### config.mk
export PLATFORM = sky130hd
export DESIGN_NAME = fetch_unit
export DESIGN_NICKNAME = d
export VERILOG_FILES = /design/src/rtl/fetch_unit.sv
export SDC_FILE = /design/constraint.sdc
export NUM_CORES = 1
export LEC_CHECK = 0
export ABC_CLOCK_PERIOD_IN_PS = 2500
export CORE_ASPECT_RATIO = 0.6
export CORE_MARGIN = 2
export CORE_UTILIZATION = 46
export DETAILED_ROUTE_END_ITERATION = 7
export PLACE_DENSITY_LB_ADDON = 0.2
export SETUP_SLACK_MARGIN = 0.3
export SLEW_MARGIN = 5
export SYNTH_ARGS = -nofsm -noshare
export SYNTH_HDL_FRONTEND = slang
export SYNTH_SLANG_ARGS = --single-unit
### constraint.sdc
create_clock -name clk -period 2.5 [get_ports clk]
set_input_delay 0.5 -clock clk [delete_from_list [all_inputs] [get_ports clk]]
set_output_delay 0.5 -clock clk [all_outputs]
set_load 0.02 [all_outputs]
### src/rtl/fetch_unit.sv
// rtl/fetch_unit.sv - instruction fetch unit: PC sequencing, single-outstanding imem read, IR hold
module fetch_unit #(
  parameter int              PC_W   = 16,
  parameter logic [PC_W-1:0] RST_PC = '0
) (
  input  logic            clk,
  input  logic            rst_f,
  output logic            imem_req,
  output logic [PC_W-1:0] imem_addr,
  input  logic [31:0]     imem_rdata,
  input  logic            imem_ack,
  output logic [31:0]     ir,
  output logic            ir_valid,
  input  logic            ir_taken,
  input  logic            br_taken,
  input  logic            br_abs,
  input  logic [PC_W-1:0] br_target,
  input  logic            halt,
  output logic [PC_W-1:0] pc
);

  typedef enum logic [1:0] {
    IDLE   = 2'd0,
    REQ    = 2'd1,
    HOLD   = 2'd2,
    HALTED = 2'd3
  } state_t;

  state_t          r_state;
  logic [PC_W-1:0] r_pc;
  logic [31:0]     r_ir;
  logic            r_req;
  logic            r_valid;
  logic [PC_W-1:0] w_next_pc;

  // Relative branches are taken from the pc of the instruction being consumed.
  always_comb begin
    w_next_pc = r_pc + 1'b1;
    if (br_taken) begin
      if (br_abs) w_next_pc = br_target;
      else        w_next_pc = r_pc + br_target;
    end
  end

  always_ff @(posedge clk or negedge rst_f) begin
    if (!rst_f) begin
      r_state <= IDLE;
      r_pc    <= RST_PC;
      r_ir    <= 32'h0;
      r_req   <= 1'b0;
      r_valid <= 1'b0;
    end else begin
      case (r_state)
        IDLE: begin
          r_state <= REQ;
          r_req   <= 1'b1;
        end
        REQ: begin
          if (imem_ack) begin
            r_ir    <= imem_rdata;
            r_req   <= 1'b0;
            r_valid <= 1'b1;
            r_state <= HOLD;
          end
        end
        HOLD: begin
          if (ir_taken) begin
            r_valid <= 1'b0;
            if (halt) begin
              r_state <= HALTED;
            end else begin
              r_pc    <= w_next_pc;
              r_req   <= 1'b1;
              r_state <= REQ;
            end
          end
        end
        HALTED: begin
          r_req   <= 1'b0;
          r_valid <= 1'b0;
        end
        default: begin
          r_state <= IDLE;
          r_req   <= 1'b0;
          r_valid <= 1'b0;
        end
      endcase
    end
  end

  assign imem_req  = r_req;
  assign imem_addr = r_pc;
  assign pc        = r_pc;
  assign ir        = r_ir;
  assign ir_valid  = r_valid;

endmodule

== Yosys cells after proc, flatten, opt, wreduce, memory -nomap -nowiden ==
Cells that the tools add are included.

* Add/sub/neg operators: 2
* Equal/unequal tests: 6
* Multiplexer cells: 13
* Bitwise operators: 1
* Reduce and logical (&&, ||, !) cells: 8

{| class="wikitable"
|+ Operators by type and width
! operator !! count
|-
| 16-bit two-way mux || 2
|-
| 16-bit by 1-bit adder with 16-bit output (second input constant) || 1
|-
| 16-bit adder || 1
|-
| 3-bit AND reduction || 4
|-
| 2-bit two-way mux || 3
|-
| 2-bit inequality test (second input constant) || 3
|-
| 2-bit case mux with 3 select lines || 1
|-
| 3-bit nonzero test || 2
|-
| 1-bit two-way mux || 5
|-
| 2-bit equality test (second input constant) || 2
|-
| 1-bit case mux with 4 select lines || 1
|-
| 1-bit case mux with 3 select lines || 1
|-
| 2-bit by 1-bit equality test with 1-bit output (second input constant) || 1
|-
| 2-bit zero test || 1
|-
| 2-bit AND reduction || 1
|-
| 1-bit inverter || 1
|}

* Register bits after elaboration: 52
* Word-level logic and storage cells: 35

== Depth between registers and ports, before layout ==
* Depth after elaboration: 3
* Mapped depth: 9
* Mapped depth without buffers: 7

== Least setup slack after synthesis ==
OpenSTA, ideal clock, no wires.

* Path type: register -> register
* Start: register r_pc[0] (netlist: imem_addr[0])
* End: register r_pc[6] (netlist: imem_addr[6])
* Library setup time: 0.104 ns
* Arrival time: 2.267 ns
* Data required time: 2.396 ns
* Setup slack: 0.129 ns
* Cell stages (with the launch flop): 8
* Period minus slack after synthesis: 2.371 ns
* Path through: dfrtp_1 ha_1 fa_1 a21oi_1 o211ai_1 and3_1 o311a_1 a221oi_1

* Longest elaborated chain between the ends: 3
* Elaborated cells on any way between the ends: 4

{| class="wikitable"
|+ RTL lines
! item !! line !! RTL
|-
| start, declared || 30 || <nowiki>logic [PC_W-1:0] r_pc;</nowiki>
|-
| start signal, assigned || 72 || <nowiki>r_pc <= w_next_pc;</nowiki>
|-
| 16-bit adder || 41 || <nowiki>else w_next_pc = r_pc + br_target;</nowiki>
|-
| 16-bit two-way mux || 40 || <nowiki>if (br_abs) w_next_pc = br_target;</nowiki>
|-
| 16-bit two-way mux * || 39 || <nowiki>if (br_taken) begin</nowiki>
|}

Every way passes the cells marked *; elsewhere a longest branch is shown, timed or not.
A chain may end at the register's enable or synchronous reset.

== Worst setup path after layout ==
Same ends and word-level chain as after synthesis.

==> results.md <==
* Status: completed
* Hold Slack at 0.253 ns
* Psw at 2.85 mW
* Period minus WS final at 2.22 ns
* Netlist cell types at 66
* Pleak at 2.21 nW
* Pre-CTS WS at -0.261 ns
* Worst-path cell with the longest stage delay: dfrtp_2
* Highest Clock Rate at 450 MHz
* DPL Wire Length at 9.20 mm
* Max Cap Violations at 0
* Via count at 3628
* Port Buf Inserts at 120
* Peak VDD IR at 0.000872 V
* DRC viols at 0
* # setup viols final at 0
* Post-Synthesis Cells at 367
* Synth area leader: dfrtp_1
* Sequential-to-total area share from yosys stat at 0.363
* Core area at 0.00739 mm^2
* H-tree depth at 2
* Number of hold violations in the final report at 0
* Placer's final routability congestion estimate at 0.999
* DR WL/cell at 19.5 um
* CP delay by family, top: compound AO/OA/AOI/OAI gates
* Critical Path Source Type: flop
* TritonCTS Buffers at 5
* IO Pins at 121
* CTS hold repair buffers at 0
* Clock power share at 0.106
* Clock buffer depth at 2
* Tightest Pin Transition at 0.734 ns
* Global route total overflow at 0
* Clk sinks at 52
* Starting Density at 0.485
* Worst hold path type: in2async
* WS Path Type: reg2reg
* Overall Global Routing Usage at 0.280
* Max incr delay on CP at 0.43 ns
* Setup WS post-layout at 0.277 ns
* CTS tree: done
* YS warnings at 0
* CTS Root Cell: clkbuf_16
* Syn_area_per_cell at 9.76 um^2
* Crit-path cells: ha_4 > fa_2 > a21oi_2 > o211ai_1 > and3_1 > o311a_1 > a221oi_2
* Rows at 24
* Top FF cell, synth: dfrtp_1
* CP Max Fanout at 4
* Fraction of layout cells with a size suffix above 1 at 0.253
* Slew margin rel. at 0.511
* Post-synth net total at 444
* Die width at 118 um
* EDFF count, synth at 0
* Power Internal at 3.70 mW
* Ys async rst share at 1.00
* Antenna violations before repair at 1
* Count of state elements after synthesis at 52
* Vias in the first global route at 3562
* Vias per cell at 5.86
* Logic pwr share at 0.628
* Largest net degree at the start of global routing at 33
* Worst setup EP type: flop
* First-pass GRT wire length at 18.5 mm
* Worst-path clk slew at 0.07 ns
* Count of final max-slew check failures at 0
* Drt pass-1 iters at 5
* Pwr Density at 1210 mW/mm^2
* Sw Ratio at 0.435
* Yosys top cell area share at 0.363
* Clk_lat worst skew at 0.30 ns
* Top cells by area, synth: dfrtp_1 (36%), mux2_2 (11%), ha_1 (7.3%), a21oi_1 (4.1%), buf_4 (3.6%)
* Mapped Area at 0.00358 mm^2
* Full die area at 0.00853 mm^2
* Post-layout net count at 590
* Final period util at 0.889
* Arrival time at the worst endpoint at 2.43 ns
* Clk_skew at 0.00804 ns
* WP data required at 2.70 ns
* Die Height at 72.3 um
* Area Growth Syn to Fin at 51.8%
* FILL cells at 580
* Number of DRC markers in iteration 0 at 334
* Total length of routed wires at 12.1 mm
* RSZ-0062 raised after global routing: yes
* Buffers plus inverters on the worst setup path at 0
* Post-route ant nets at 0
* Part of the power in registers at 0.266
* Total power at 6.55 mW
stage by stage:
stage               cells  cell area, um^2   util  TNS, ns
global route          619             5440  0.736        0
global placement      606             5060  0.685   -0.814
detailed placement    606             5060  0.685    -1.02
finish                619             5440  0.736        0
CTS                   616             5280  0.715        0
floorplan             367             3590      -        0
area by class of cell:
type | instances | area (um^2) | share of cell area
Multi-Input combinational cell | 277 | 2270 | 0.417
Timing Repair Buffer | 167 | 1550 | 0.285
Sequential cell | 52 | 1310 | 0.240
Tap cell | 104 | 130 | 0.0239
Clock buffer | 6 | 129 | 0.0237
Inverter | 10 | 37.5 | 0.00691
Clock inverter | 2 | 16.3 | 0.00299
Antenna cell | 1 | 2.50 | 0.000460
cells by family (layout without fill, tap and decap cells):
group | Yosys count | count (layout) | synth area share
simple gates | 101 | 101 | 0.156
mux | 41 | 41 | 0.127
xor+xnor | 8 | 8 | 0.0196
buf+inv | 38 | 185 | 0.0618
other cells | 0 | 1 | 0
compound gates | 105 | 105 | 0.193
fa+ha+maj | 22 | 22 | 0.0790
flops | 52 | 52 | 0.363
what timing repair did:
item                       CTS  global route
resized for setup           17            25
buffers inserted             2             2
pin swaps                   12            13
setup endpoints to repair   12            13
power groups by stage:
| stage | Combinational (mW) | Clock [mW] | Sequential [mW] |
|---|---|---|---|
| global route | 4.37 | 0.735 | 1.80 |
| floorplan | 1.74 | 0 | 2.12 |
| global placement | 3.78 | 0 | 1.67 |
| finish | 4.11 | 0.695 | 1.74 |
| CTS | 3.94 | 0.704 | 1.71 |
| detailed placement | 3.85 | 0 | 1.71 |
final timing paths:
path / from / end / slack [ns] / depth (start not counted)
max in group asynchronous: rst_f / ir[3] / 1.58 / 2
min in group clk: ir[26] / ir[26] / 0.51 / 1
setup / recovery: imem_addr[0] / imem_addr[6] / 0.28 / 7
hold / removal: rst_f / imem_addr[15] / 0.25 / 1
setup reg to reg: imem_addr[0] / imem_addr[6] / 0.28 / 7
hold reg to reg: ir[26] / ir[26] / 0.51 / 1
synthesized netlist by cell type (2+ instances only):
cell type  count
clkbuf_1       6
nand3_1       11
and2_1         3
buf_1          3
or4_1          2
a311o_1        2
a221oi_1       2
and3_1         5
xnor2_1        2
o2111ai_1      2
nor3b_1        3
o21ai_0       22
nor3_1         8
a31oi_1        6
nor4_1         4
nand2_1       26
mux2i_1        6
o211ai_1       8
o31ai_1        2
o21a_1         6
a311oi_1       3
xor2_1         6
a21o_1         2
o22ai_1        4
nand4_1        4
nor2_1        17
and3b_1        2
inv_1          9
buf_6          2
o221ai_1       2
mux2_2        35
or2_2          2
buf_4         17
o41ai_1        2
ha_1          21
a21oi_1       29
dfrtp_1       52
sequential cells by signal, summed over array words and instances, names as in the netlist:
signal / count
imem_req: 1
r_state: 2
ir_valid: 1
ir: 32
imem_addr: 16
cell usage in the layout, fill, tap and decap left out, types with 3 or more instances in the layout:
| cell | synthesis | routed |
|---|---|---|
| a31oi_1 | 6 | 5 |
| mux2_2 | 35 | 35 |
| o211ai_1 | 8 | 8 |
| buf_4 | 17 | 47 |
| ha_4 | 0 | 9 |
| nand4_1 | 4 | 4 |
| dlygate4sd2_1 | 0 | 4 |
| clkdlybuf4s50_1 | 0 | 113 |
| o21a_1 | 6 | 6 |
| mux2i_1 | 6 | 6 |
| nand3_1 | 11 | 9 |
| a21oi_1 | 29 | 25 |
| nand2_1 | 26 | 26 |
| nor4_1 | 4 | 3 |
| nor2_1 | 17 | 17 |
| inv_1 | 9 | 9 |
| o22ai_1 | 4 | 4 |
| and2_1 | 3 | 3 |
| and3_1 | 5 | 5 |
| xor2_1 | 6 | 6 |
| dfrtp_1 | 52 | 48 |
| dfrtp_2 | 0 | 4 |
| ha_1 | 21 | 11 |
| clkbuf_16 | 0 | 5 |
| o21ai_0 | 22 | 19 |
| nor3_1 | 8 | 7 |
| a21oi_2 | 0 | 3 |
| a311oi_1 | 3 | 3 |
metal layers:
metal,up-vias,global-route usage,share of wire
met5,-,0,0
met4,0,0.0736,0.014
met3,18,0.0959,0.12
met2,206,0.419,0.43
met1,1735,0.391,0.44
li1,1669,-,-
No activity file was read; power rests on OpenSTA's default activity.
